[src/rtl/uart_rx_if.sv]
// rtl/uart_rx_if.sv - received-byte bundle from uart_rx to downstream capture/control logic
interface uart_rx_if;
    logic [7:0] data;
    logic       data_valid;
    logic       frame_err;
    logic       busy;

    modport master (
        output data,
        output data_valid,
        output frame_err,
        output busy
    );

    modport slave (
        input data,
        input data_valid,
        input frame_err,
        input busy
    );
endinterface

[src/rtl/uart_rx.sv]
// rtl/uart_rx.sv - oversampled 8N1 UART receiver; define UART_RX_MAJORITY_EN for 3-sample majority voting
module uart_rx #(
    parameter int OVERSAMPLE = 16
) (
    input  logic      clk_rx,
    input  logic      rst,
    input  logic      rxd,
    uart_rx_if.master rx_if
);
    localparam int HALF = OVERSAMPLE / 2;
    localparam int CW   = $clog2(OVERSAMPLE);
    localparam logic [CW-1:0] HALF_M1 = CW'(HALF - 1);
    localparam logic [CW-1:0] OS_M1   = CW'(OVERSAMPLE - 1);

    typedef enum logic [2:0] {
        IDLE      = 3'd0,
        START     = 3'd1,
        DATA      = 3'd2,
        STOP      = 3'd3,
        WAIT_IDLE = 3'd4
    } state_t;

    state_t        state_q, state_d;
    logic [CW-1:0] cnt_q, cnt_d;
    logic [2:0]    bit_idx_q, bit_idx_d;
    logic [7:0]    shreg_q, shreg_d;
    logic [7:0]    data_q, data_d;
    logic          dv_q, dv_d;
    logic          fe_q, fe_d;
    logic          rxd_m, rxd_s;
    logic          sample;

    // Both synchronizer flops reset to the idle level so reset never fakes a start bit.
    always_ff @(posedge clk_rx) begin
        if (rst) begin
            rxd_m <= 1'b1;
            rxd_s <= 1'b1;
        end else begin
            rxd_m <= rxd;
            rxd_s <= rxd_m;
        end
    end

`ifdef UART_RX_MAJORITY_EN
    logic [1:0] hist_q;

    always_ff @(posedge clk_rx) begin
        if (rst) begin
            hist_q <= 2'b11;
        end else begin
            hist_q <= {hist_q[0], rxd_s};
        end
    end

    assign sample = (rxd_s & hist_q[0]) | (rxd_s & hist_q[1]) | (hist_q[0] & hist_q[1]);
`else
    assign sample = rxd_s;
`endif

    always_ff @(posedge clk_rx) begin
        if (rst) begin
            state_q   <= IDLE;
            cnt_q     <= '0;
            bit_idx_q <= 3'd0;
            shreg_q   <= 8'h00;
            data_q    <= 8'h00;
            dv_q      <= 1'b0;
            fe_q      <= 1'b0;
        end else begin
            state_q   <= state_d;
            cnt_q     <= cnt_d;
            bit_idx_q <= bit_idx_d;
            shreg_q   <= shreg_d;
            data_q    <= data_d;
            dv_q      <= dv_d;
            fe_q      <= fe_d;
        end
    end

    always_comb begin
        state_d   = state_q;
        cnt_d     = cnt_q;
        bit_idx_d = bit_idx_q;
        shreg_d   = shreg_q;
        data_d    = data_q;
        dv_d      = 1'b0;
        fe_d      = 1'b0;

        case (state_q)
            IDLE: begin
                if (!rxd_s) begin
                    state_d = START;
                    cnt_d   = '0;
                end
            end
            START: begin
                if (cnt_q == HALF_M1) begin
                    cnt_d     = '0;
                    bit_idx_d = 3'd0;
                    state_d   = sample ? IDLE : DATA;
                end else begin
                    cnt_d = cnt_q + 1'b1;
                end
            end
            DATA: begin
                if (cnt_q == OS_M1) begin
                    shreg_d[bit_idx_q] = sample;
                    cnt_d              = '0;
                    bit_idx_d          = bit_idx_q + 3'd1;
                    if (bit_idx_q == 3'd7) begin
                        state_d = STOP;
                    end
                end else begin
                    cnt_d = cnt_q + 1'b1;
                end
            end
            STOP: begin
                if (cnt_q == OS_M1) begin
                    cnt_d = '0;
                    if (sample) begin
                        data_d  = shreg_q;
                        dv_d    = 1'b1;
                        state_d = IDLE;
                    end else begin
                        fe_d    = 1'b1;
                        state_d = WAIT_IDLE;
                    end
                end else begin
                    cnt_d = cnt_q + 1'b1;
                end
            end
            // A held-low line (break) must return high before another start bit is trusted.
            WAIT_IDLE: begin
                if (rxd_s) begin
                    state_d = IDLE;
                end
            end
            default: begin
                state_d = IDLE;
            end
        endcase
    end

    assign rx_if.data       = data_q;
    assign rx_if.data_valid = dv_q;
    assign rx_if.frame_err  = fe_q;
    assign rx_if.busy       = (state_q != IDLE);
endmodule

[src/flat_wrapper.sv]
// flat-port wrapper written by rule: the top's interface ports become plain ports
module uart_rx_flat 
#(
    parameter int OVERSAMPLE = 16
)
  (clk_rx, rst, rxd, rx_if_data, rx_if_data_valid, rx_if_frame_err, rx_if_busy);
  uart_rx_if rx_if_i ();
  input  logic clk_rx;
  input  logic rst;
  input  logic rxd;
  output wire logic [$bits(rx_if_i.data)-1:0] rx_if_data;
  output wire logic [$bits(rx_if_i.data_valid)-1:0] rx_if_data_valid;
  output wire logic [$bits(rx_if_i.frame_err)-1:0] rx_if_frame_err;
  output wire logic [$bits(rx_if_i.busy)-1:0] rx_if_busy;
  assign rx_if_data = rx_if_i.data;
  assign rx_if_data_valid = rx_if_i.data_valid;
  assign rx_if_frame_err = rx_if_i.frame_err;
  assign rx_if_busy = rx_if_i.busy;
  uart_rx #(.OVERSAMPLE(OVERSAMPLE)) u_core (.clk_rx(clk_rx), .rst(rst), .rxd(rxd), .rx_if(rx_if_i));
endmodule
[config.mk]
export PLATFORM = sky130hd
export DESIGN_NAME = uart_rx_flat
export DESIGN_NICKNAME = d
export VERILOG_FILES = /design/src/rtl/uart_rx_if.sv /design/src/rtl/uart_rx.sv /design/src/flat_wrapper.sv
export SDC_FILE = /design/constraint.sdc
export NUM_CORES = 1
export LEC_CHECK = 0
export CAP_MARGIN = 20
export CELL_PAD_IN_SITES_DETAIL_PLACEMENT = 1
export CELL_PAD_IN_SITES_GLOBAL_PLACEMENT = 2
export CORE_MARGIN = 2
export CORE_UTILIZATION = 34
export DETAILED_ROUTE_END_ITERATION = 10
export MAX_ROUTING_LAYER = met4
export PLACE_DENSITY = 0.88
export SYNTH_ARGS = -nofsm -noshare
export SYNTH_HDL_FRONTEND = slang
export SYNTH_SLANG_ARGS = --single-unit
[constraint.sdc]
create_clock -name clk_rx -period 1.7 [get_ports clk_rx]
set_input_delay 0.51 -clock clk_rx [delete_from_list [all_inputs] [get_ports clk_rx]]
set_output_delay 0.51 -clock clk_rx [all_outputs]
set_load 0.1 [all_outputs]
==> impl_metrics.sql <==
INSERT INTO impl_metrics (metric_group, metric, value, unit) VALUES
('outcome', 'outcome', 'finished, final reports clean', ''),
('clocking', 'cts_tree', 'yes', ''),
('synthesis', 'synthesis.area', '1340', 'sq um'),
('cells_and_area', 'drive_above_1_share', '0.252', ''),
('min_path', 'whs_endpoint', 'u_core.rxd_s$_SDFF_PP1_', ''),
('cells_and_area', 'diodes', '0', ''),
('worst_setup_path', 'worstSetupPathType', 'register to output port', ''),
('power', 'fraction_of_power_consumed_by_combinational_cells', '0.052', ''),
('placement', 'gpl.final_weighted_congestion', '0.811', ''),
('routing', 'drc', '0', ''),
('clocking', 'cts_hold_buf', '0', ''),
('synthesis', 'synth-compound-area-share', '0.121', ''),
('cells_and_area', 'layout.nets', '168', ''),
('timing', 'timing_worst_slew_pin_value', '0.382', 'ns'),
('timing', 'setup_viol', '0', ''),
('worst_setup_path', 'critical_path.reg2reg.endpoint', 'u_core.bit_idx_q[2]$_SDFFE_PP0P_', ''),
('timing', 'whs', '0.438', 'ns'),
('timing', 'hold_violation_count_in_the_final_report', '0', ''),
('routing', 'route.antenna.remaining_nets', '0', ''),
('routing', 'routed_wirelength', '3.06', 'mm'),
('worst_setup_path', 'critical_path_required', '1.19', 'ns'),
('cells_and_area', 'area.sequential', '609', 'sq um'),
('synthesis', 'synth_mux_area_frac', '0.0670', ''),
('die', 'core.rowCount', '22', ''),
('min_path', 'worst_hold_path_type', 'register to register', ''),
('synthesis', 'portion_of_synthesized_cell_area_occupied_by_the_leading_cell_type', '0.447', ''),
('clocking', 'clk-insertion-delay-late', '0.28', 'ns'),
('clocking', 'maximum_clock_path_buffer_count', '2', ''),
('cells_and_area', 'filler_cell_count', '450', ''),
('synthesis', 'dominant_combinational_cell_family_by_area_after_synthesis', 'simple AND/OR/NAND/NOR gates', ''),
('timing', 'report.final.slew_viol_count', '0', ''),
('synthesis', 'synth_area_leader_cell', 'dfxtp_1', ''),
('placement', 'io_buffers', '13', ''),
('die', 'floorplan.initialDensity', '0.359', ''),
('worst_setup_path', 'worstSetupStartpointType', 'register', ''),
('timing', 'max_freq', '589', 'MHz'),
('clocking', 'number_of_buffers_created_by_cts', '5', ''),
('power', 'design_internal_power', '0.00107', 'W'),
('job', 'cap_viol_max_count', '0', ''),
('global_routing', 'grt_max_degree', '14', ''),
('timing', 'grt_setup_unrepaired', 'true', ''),
('die', 'ios', '14', ''),
('die', 'die_area', '4470', 'sq um'),
('die', 'die_height', '66.9', 'um'),
('worst_setup_path', 'worstPathCellList', 'or3_4 -> buf_12', ''),
('timing', 'totalNegativeSetupSlack', '0', 'ns'),
('synthesis', 'synth.avg_cell_area', '9.27', 'sq um'),
('routing', 'routed_wire_length_per_instance', '14.5', 'um'),
('power', 'power.static_leakage', '0.681', 'nW'),
('power', 'power.clock.fraction', '0.427', ''),
('routing', 'first_pass_iters', '4', ''),
('timing', 'fin_crit', '1.70', 'ns'),
('clocking', 'root_buffer', 'clkbuf_8', ''),
('routing', 'drtIter0Drc', '37', ''),
('worst_setup_path', 'max_stage_delay', '0.39', 'ns'),
('worst_setup_path', 'timing.critical_path.arrival', '1.19', 'ns'),
('synthesis', 'sequential_fraction_of_the_synthesis_area', '0.447', ''),
('timing', 'fin_worst_skew', '0.00325', 'ns'),
('worst_setup_path', 'critical_path.max_fanout', '2', ''),
('power', 'power.sequential.fraction', '0.521', ''),
('min_path', 'timing.hold.worst.start', 'u_core.rxd_m$_SDFF_PP1_', ''),
('cells_and_area', 'area_of_the_multi_input_gates', '698', 'sq um'),
('synthesis', 'yosysWarnings', '0', ''),
('synthesis', 'yosys_register_bits', '30', ''),
('power', 'power_density', '772', 'nW/um^2'),
('cells_and_area', 'syn_to_final_growth', '31.8', '%'),
('synthesis', 'synth_flop_cell', 'dfxtp_1', ''),
('power', 'ir_drop', '0.506', 'mV'),
('synthesis', 'count_of_flip_flops_with_a_built_in_enable_after_synthesis', '0', ''),
('global_routing', 'gr-total-overflow', '0', ''),
('worst_setup_path', 'crit_reg_reg_startpoint', 'u_core.state_q[1]$_SDFFE_PP0P_', '');
-- layout make-up --
class	instances	area share
clock buffer	7	0.0488
multi-input combinational	101	0.394
inverter	3	0.00636
clock inverter	1	0.00283
sequential	30	0.344
tap	48	0.0339
timing repair buffer	21	0.170
-- state kept, by name (all words and copies together), names as in the netlist --
name	flops
u_core.cnt_q	4
u_core.shreg_q	8
u_core.state_q	3
u_core.rx_if.data	8
u_core.rx_if.data_valid	1
u_core.bit_idx_q	3
u_core.rxd_s	1
u_core.rxd_m	1
u_core.rx_if.frame_err	1
-- critical path, delay by kind of cell, from the launching register on --
family	cells	cell delay, ns
flip-flops	1	0.34
buffers and inverters	1	0.17
AND/OR/NAND/NOR	1	0.39
-- through the flow --
step / std cells / total power (W) / area (sq um) / util / setup WS [ns]
after detailed placement: 201 / 0.000798 / 1640 / 0.439 / -0.0685
after global placement: 201 / 0.000795 / 1640 / 0.439 / 0.0533
after CTS: 211 / 0.00138 / 1760 / 0.469 / -0.0124
final: 211 / 0.00137 / 1770 / 0.473 / 0.00141
after global routing: 211 / 0.00143 / 1770 / 0.473 / -0.0267
after floorplan: 145 / 0.000773 / 1350 / - / 0.177
-- cell usage in the layout (no fill, tap or decap), types with 2 or more instances in the layout --
cell type,netlist,routed
dfxtp_1,30,27
nand3b_1,13,13
nor2_1,13,13
nand2b_1,11,11
buf_12,0,11
mux2i_1,9,9
o21ai_0,8,8
buf_4,0,8
nand2_1,6,6
clkbuf_8,0,6
a21oi_1,5,5
nand4_1,3,3
inv_1,3,3
nand3_1,3,3
and2_1,2,2
and3_1,3,2
a211oi_1,3,2
or2_2,2,2
ha_1,3,2
clkdlybuf4s50_1,0,2
dfxtp_4,0,2
-- synth_stat cells (all sizes together), types with 2 or more instances --
library cell	instances
or3	2
clkbuf	8
a21oi	5
nand3	3
nand4	3
ha	3
nand3b	13
and2	2
a211oi	4
nand2	6
buf	3
nor2	13
o21ai	8
inv	3
dfxtp	30
or2	2
and3	3
nand2b	11
mux2i	9
-- cell families (layout without fill, tap and decap cells) --
| kind of cell | count (synthesis) | after routing |
|---|---|---|
| compound gates | 24 | 24 |
| fa+ha+maj | 3 | 3 |
| buf+inv | 14 | 32 |
| flops | 30 | 30 |
| mux | 9 | 9 |
| simple gates | 65 | 65 |
-- routing by layer --
metal	part of all wire	vias to the layer above	global-route usage
li1	-	542	-
met1	0.49	513	0.207
met2	0.47	15	0.259
met3	0.032	4	0.0557
met4	0.0069	0	0.0459
met5	0	-	-
-- how the worst max path moves through the flow --
stage                                        start                        endpoint  slack [ns]  cells after the start
floorplan           u_core.state_q[2]$_SDFFE_PP0P_                      rx_if_busy        0.18                      2
global placement                               rst  u_core.state_q[1]$_SDFFE_PP0P_        0.05                      3
detailed placement                             rst  u_core.state_q[1]$_SDFFE_PP0P_       -0.07                      3
CTS                 u_core.state_q[0]$_SDFFE_PP0P_                      rx_if_busy       -0.01                      2
global route        u_core.state_q[0]$_SDFFE_PP0P_                      rx_if_busy       -0.03                      2
finish              u_core.state_q[0]$_SDFFE_PP0P_                      rx_if_busy       0.001                      2
-- power groups by stage --
stage                     clock network, W  logic [W]  registers [W]
after detailed placement                 0  0.0000671       0.000730
after CTS                         0.000598  0.0000706       0.000712
after global routing              0.000640  0.0000772       0.000712
after global placement                   0  0.0000645       0.000730
final                             0.000584  0.0000715       0.000712
after floorplan                          0  0.0000467       0.000727
-- repair_timing --
item                       4_1_cts  5_1_grt
resized for setup                4        7
gates cloned                     0        0
pin swaps                        0        1
buffers inserted                 2        0
setup endpoints to repair        1       18
Power figures use the tool's default switching activity.
